[config.mk]
export PLATFORM = sky130hd
export DESIGN_NAME = rnd_key_sched_ctrl
export DESIGN_NICKNAME = d
export VERILOG_FILES = /design/src/rtl/rnd_key_sched_ctrl.sv
export SDC_FILE = /design/constraint.sdc
export NUM_CORES = 1
export LEC_CHECK = 0
export BUFFER_PORTS_ARGS = -buffer_cell sky130_fd_sc_hd__clkbuf_2
export CAP_MARGIN = 20
export CORE_MARGIN = 1.5
export CORE_UTILIZATION = 48
export CTS_CLUSTER_DIAMETER = 120
export DETAILED_ROUTE_END_ITERATION = 8
export HOLD_SLACK_MARGIN = 0.12
export PLACE_DENSITY = 0.92
export SLEW_MARGIN = 5
export SYNTH_ARGS = -nofsm -noshare
export SYNTH_HDL_FRONTEND = slang
export SYNTH_SLANG_ARGS = --single-unit
[constraint.sdc]
create_clock -name clk -period 2.1 [get_ports clk]
set_clock_uncertainty 0.1 [all_clocks]
set_input_delay 0.21 -clock clk [delete_from_list [all_inputs] [get_ports clk]]
set_output_delay 0.21 -clock clk [all_outputs]
set_load 0.01 [all_outputs]
[src/rtl/rnd_key_sched_ctrl.sv]
// rnd_key_sched_ctrl
//   DES key-schedule controller. Takes a 64b key, runs PC1 / per-round left
//   rotation / PC2 and writes K1..K16 into an external 16x48 round-key
//   storage (addr 0..15). It then hands the Feistel datapath one round key
//   per valid/ready handshake, either in K1..K16 (encrypt) or K16..K1
//   (decrypt) order. It is the only master of the storage ports.
// Ports
//   clk, rst                     clock (rising edge), async active-low reset
//   key_valid/key_ready/key_in   64b key intake (parity bits ignored)
//   start/decrypt/start_ready    begin one 16-key service sequence
//   rk_valid/rk_ready/rk_out     round-key stream, rk_out = stor_dout
//   rk_round/rk_last             service-order index, last-key flag
//   done                         1-cycle pulse after the 16th handshake
//   key_loaded                   storage holds a complete schedule
//   stor_mode/addr/din/dout      storage port (mode 1 = write, 1-cycle read)
module rnd_key_sched_ctrl #(
  parameter int ROUNDS     = 16,
  parameter int ADDR_WIDTH = 4,
  parameter int RK_WIDTH   = 48
) (
  input  logic                  clk,
  input  logic                  rst,
  input  logic                  key_valid,
  output logic                  key_ready,
  input  logic [63:0]           key_in,
  input  logic                  start,
  input  logic                  decrypt,
  output logic                  start_ready,
  output logic                  rk_valid,
  input  logic                  rk_ready,
  output logic [RK_WIDTH-1:0]   rk_out,
  output logic [ADDR_WIDTH-1:0] rk_round,
  output logic                  rk_last,
  output logic                  done,
  output logic                  key_loaded,
  output logic                  stor_mode,
  output logic [ADDR_WIDTH-1:0] stor_addr,
  output logic [RK_WIDTH-1:0]   stor_din,
  input  logic [RK_WIDTH-1:0]   stor_dout
);

  typedef enum logic [2:0] {IDLE, GEN, READY, FETCH, WAIT} state_t;

  localparam logic [ADDR_WIDTH-1:0] LAST = ADDR_WIDTH'(ROUNDS - 1);
  // Rounds that rotate by two: i = 2..7 and 9..14.
  localparam logic [15:0] TWO_SHIFT = 16'h7EFC;

  // FIPS 46 tables, bit 1 = MSB.
  localparam int PC1 [56] = '{
    57, 49, 41, 33, 25, 17,  9,  1, 58, 50, 42, 34, 26, 18,
    10,  2, 59, 51, 43, 35, 27, 19, 11,  3, 60, 52, 44, 36,
    63, 55, 47, 39, 31, 23, 15,  7, 62, 54, 46, 38, 30, 22,
    14,  6, 61, 53, 45, 37, 29, 21, 13,  5, 28, 20, 12,  4};
  localparam int PC2 [48] = '{
    14, 17, 11, 24,  1,  5,  3, 28, 15,  6, 21, 10,
    23, 19, 12,  4, 26,  8, 16,  7, 27, 20, 13,  2,
    41, 52, 31, 37, 47, 55, 30, 40, 51, 45, 33, 48,
    44, 49, 39, 56, 34, 53, 46, 42, 50, 36, 29, 32};

  function automatic logic [55:0] pc1(input logic [63:0] k);
    logic [55:0] r;
    r = '0;
    for (int j = 0; j < 56; j++) r[55-j] = k[64-PC1[j]];
    return r;
  endfunction

  function automatic logic [47:0] pc2(input logic [55:0] cd);
    logic [47:0] r;
    r = '0;
    for (int j = 0; j < 48; j++) r[47-j] = cd[56-PC2[j]];
    return r;
  endfunction

  // C = cd[55:28], D = cd[27:0]; each half rotates independently.
  function automatic logic [55:0] rotl(input logic [55:0] cd, input logic two);
    logic [27:0] c, d;
    c = cd[55:28];
    d = cd[27:0];
    if (two) begin
      c = {c[25:0], c[27:26]};
      d = {d[25:0], d[27:26]};
    end else begin
      c = {c[26:0], c[27]};
      d = {d[26:0], d[27]};
    end
    return {c, d};
  endfunction

  state_t                state;
  logic [55:0]           cd;
  logic [55:0]           cd_rot;
  logic [ADDR_WIDTH-1:0] cnt;   // i in GEN, n in FETCH/WAIT
  logic                  dec;

  assign cd_rot = rotl(cd, TWO_SHIFT[cnt]);

  always_ff @(posedge clk or negedge rst) begin
    if (!rst) begin
      state      <= IDLE;
      cd         <= '0;
      cnt        <= '0;
      dec        <= 1'b0;
      key_loaded <= 1'b0;
      done       <= 1'b0;
    end else begin
      done <= 1'b0;
      case (state)
        IDLE: if (key_valid) begin
          cd    <= pc1(key_in);
          cnt   <= '0;
          state <= GEN;
        end
        GEN: begin
          cd <= cd_rot;
          if (cnt == LAST) begin
            cnt        <= '0;
            key_loaded <= 1'b1;
            state      <= READY;
          end else begin
            cnt <= cnt + 1'b1;
          end
        end
        READY: begin
          // A new key takes priority; a coincident start is dropped.
          if (key_valid) begin
            cd         <= pc1(key_in);
            cnt        <= '0;
            key_loaded <= 1'b0;
            state      <= GEN;
          end else if (start) begin
            dec   <= decrypt;
            cnt   <= '0;
            state <= FETCH;
          end
        end
        FETCH: state <= WAIT;
        WAIT: if (rk_ready) begin
          if (cnt == LAST) begin
            done  <= 1'b1;
            state <= READY;
          end else begin
            cnt   <= cnt + 1'b1;
            state <= FETCH;
          end
        end
        default: state <= IDLE;
      endcase
    end
  end

  // Outputs decode only registered state, so they are glitch-free.
  // The address is held through WAIT so the storage keeps re-reading the
  // same word and rk_out stays stable under backpressure.
  always_comb begin
    key_ready   = (state == IDLE) || (state == READY);
    start_ready = (state == READY);
    stor_mode   = (state == GEN);
    stor_din    = '0;
    stor_addr   = '0;
    if (state == GEN) begin
      stor_addr = cnt;
      stor_din  = pc2(cd_rot);
    end else if (state == FETCH || state == WAIT) begin
      stor_addr = dec ? (LAST - cnt) : cnt;
    end
    rk_valid = (state == WAIT);
    rk_round = (state == WAIT) ? cnt : '0;
    rk_last  = (state == WAIT) && (cnt == LAST);
  end

  assign rk_out = stor_dout;

endmodule

==> impl_results.md <==
- Reg area: 0.00166 mm2
- Global-route wire length before repair: 25300 um
- Post-place instance area: 0.00536 mm2
- Reg-to-reg slack, setup: -0.18 ns
- Pin count of the biggest net entering global routing: 57
- Initial core utilization: 49.9%
- CTS tree: built
- Post-Syn Area per Cell: 8.50 um2
- NumNets Final: 872
- Synthesis-stage register bit count: 66
- Lkg Pwr: 3.18 nW
- DR iter-0 viols: 464
- Vias in the first global route: 5203
- Crit path top cell by count: buf_6
- Crit-path slowest cell: dfrtp_1
- Met2 Usage GRT: 49.6%
- Worst Setup Start Kind: flop
- Most frequent cells in the layout: clkbuf_2, nand2_1, a21oi_1, dfrtp_1, nor2_1
- DRC Markers: 0
- Final Cycle Share: 121%
- Final hold viol count: 0
- Max-slew violations: 0
- Placer Congestion: 0.822
- Post-synth net total: 697
- Fin area: 0.00744 mm2
- Power consumption: 13.7 mW
- Io pins: 229
- Vias per cell: 6.11
- Max stage delay on crit path: 0.42 ns
- Sequential group share of total power: 20.7%
- Core Area: 0.00982 mm2
- Commonest non-fill, non-tap cell in the layout: clkbuf_2
- Worst slew pin tran: 0.792 ns
- CTS buffer count: 9
- FMAX: 0.394 GHz
- Synth top area cells: dfrtp_1, mux2i_1, o221ai_1
- Fin crit period: 2.54 ns
- Rows: 36
- Tot GR Track Use: 28.8%
- Worst hold slack: 0.108 ns
- Comb pwr share: 70.7%
- Worst-path cell chain: buf_6 > nor2b_4 > o31ai_4 > buf_6 > clkbuf_16 > mux2i_4 > nor2_1 > buf_2
- Critical path endpoint category: output port
- Multi-input gate area: 0.00332 mm2
- CP arrival: 2.23 ns
- DR pass1 iterations: 5
- Max_slew headroom: 47.2%
- Crit Path Category: reg -> out
- H-tree depth: 3
- Max clock buf depth: 2
- Clock Tree Root: clkbuf_8
- Antenna viol nets, final: 0
- Met3 usage: 6.27%
- Synth top area share: 33.7%
- Die Wd: 104 um
- Violated checks: negative setup slack
- Synthesized area: 0.00490 mm2
- Hpwl dp: 8710 um
- CP max FO: 7
- Yosys warning total: 0
- Layout cells sized above 1: 40.3%
- Total wire length: 17900 um
- Max VDD drop: 0.00115 V
- Layout fillers: 628
- Synth cell types: 38
- Initial antenna violation count: 2
- # clock sinks: 66
- Top Usage Layer GRT: met2
- Total grt overflow: 0
- Die area: 0.0108 mm2
- PwrDens: 1850 mW/mm2
- Sequential-to-total area share from yosys stat: 33.7%
- Internal power: 7.83 mW
- Clk pwr share: 8.5%
- RSZ-0062 raised after global routing: yes
- Gate Count Post-Synth: 577
- Status: finished with violations
- Worst skew pair latency: 0.36 ns
- Switching Power: 5.90 mW
- I/O Buffers: 124
- Die outline height: 104 um
- GR Layer Usage met1: 33.3%
- Switch share: 43.0%
- Vias: 5442
- Endpoints failing setup: 63
- Area Growth Syn to Fin: 51.7%
- Max-Cap Viols: 0
- Leading area contributor after synthesis: dfrtp_1
- Post-DR wirelength/cell: 20.1 um
- Final WS setup: -0.440 ns
- Worst-path clk slew: 0.08 ns
- Class of the worst hold path: in -> reg
- Required @ worst endpoint: 1.79 ns
## power by group through the flow
stage	Combinational, mW	Clock, mW	Sequential, mW
2_1_floorplan	4.25	0	2.24
3_3_place_gp	5.60	0	2.37
3_5_place_dp	5.79	0	2.43
4_1_cts	7.28	1.15	2.56
5_1_grt	10.3	1.23	2.91
6_report	9.71	1.17	2.85
## state kept, by name, indices dropped and copies added, names as in the netlist
| signal | cells |
|---|---|
| cd | 56 |
| cnt | 4 |
| dec | 1 |
| done | 1 |
| key_loaded | 1 |
| state | 3 |
## repair_timing
action / CTS / global route
cloned: 3 / 3
endpoints found under the setup margin: 51 / 85
setup buffers: 19 / 36
hold buffers: 55 / 0
endpoints found under the hold margin: 82 / 0
gates resized for setup: 59 / 109
pin swaps: 1 / 15
## path summary, 6_finish.rpt
path / startpoint / endpoint / cells past startpoint
max: cnt[1] / stor_din[40] / 8
min: key_in[13] / cd[38] / 3
max reg2reg: cnt[1] / cd[34] / 10
min reg2reg: key_loaded / key_loaded / 2
max in group asynchronous: rst / state[0] / 3
min in group asynchronous: rst / cd[6] / 2
## logic make-up after synthesis
logic type      count (synthesis)  synth area share, %
mux                            61                 12.6
buf+inv                       103                 13.4
compound gates                142                 19.7
fa+ha+maj                       2                0.510
xor+xnor                        3                0.536
simple gates                  200                 19.6
flops                          66                 33.7
## worst max-delay path: cells and delay by family, from the launching register on
family / cells / cell delay (ns)
flip-flops: 1 / 0.42
buffers and inverters: 4 / 0.75
AO/OA/AOI/OAI: 1 / 0.26
AND/OR/NAND/NOR: 2 / 0.19
multiplexers: 1 / 0.24
## stage by stage
step	cells	worst slack (ns)	utilization [%]	TNS, ns
5_1_grt	891	-0.532	75.8	-26.16
6_report	891	-0.440	75.8	-19.92
2_1_floorplan	577	0.184	-	0
4_1_cts	860	-0.409	67.4	-16.88
3_3_place_gp	768	-0.0404	54.6	-0.0404
3_5_place_dp	768	-0.0601	54.6	-0.158
## Yosys cell counts, drive strengths merged
master  instances
a211oi          1
a21boi          1
a21o            1
a21oi          63
a22o            1
a22oi           4
and2            2
and3            2
buf            69
clkbuf         28
dfrtp          66
ha              2
inv             6
mux2            4
mux2i          57
nand2          64
nand2b          1
nand3           2
nand3b          3
nor2           63
nor2b          60
o21ai           8
o221ai         56
o22ai           5
o31ai           2
or2             1
or3b            2
xor2            3
## metal layers
metal	up-vias	share of wire, %	routed length (um)
met5	-	0	0
met4	0	5.7	1010
met3	112	7.7	1370
met2	375	51	9060
met1	2602	36	6430
li1	2353	-	-
## cell type report
class | instances | area share [%]
Clock buffer | 13 | 2.27
Multi-Input combinational cell | 408 | 44.6
Clock inverter | 2 | 0.471
Antenna cell | 2 | 0.0673
Inverter | 6 | 0.303
Tap cell | 133 | 2.24
Sequential cell | 66 | 22.3
Timing Repair Buffer | 261 | 27.8
(Power assumes the default switching activity.)
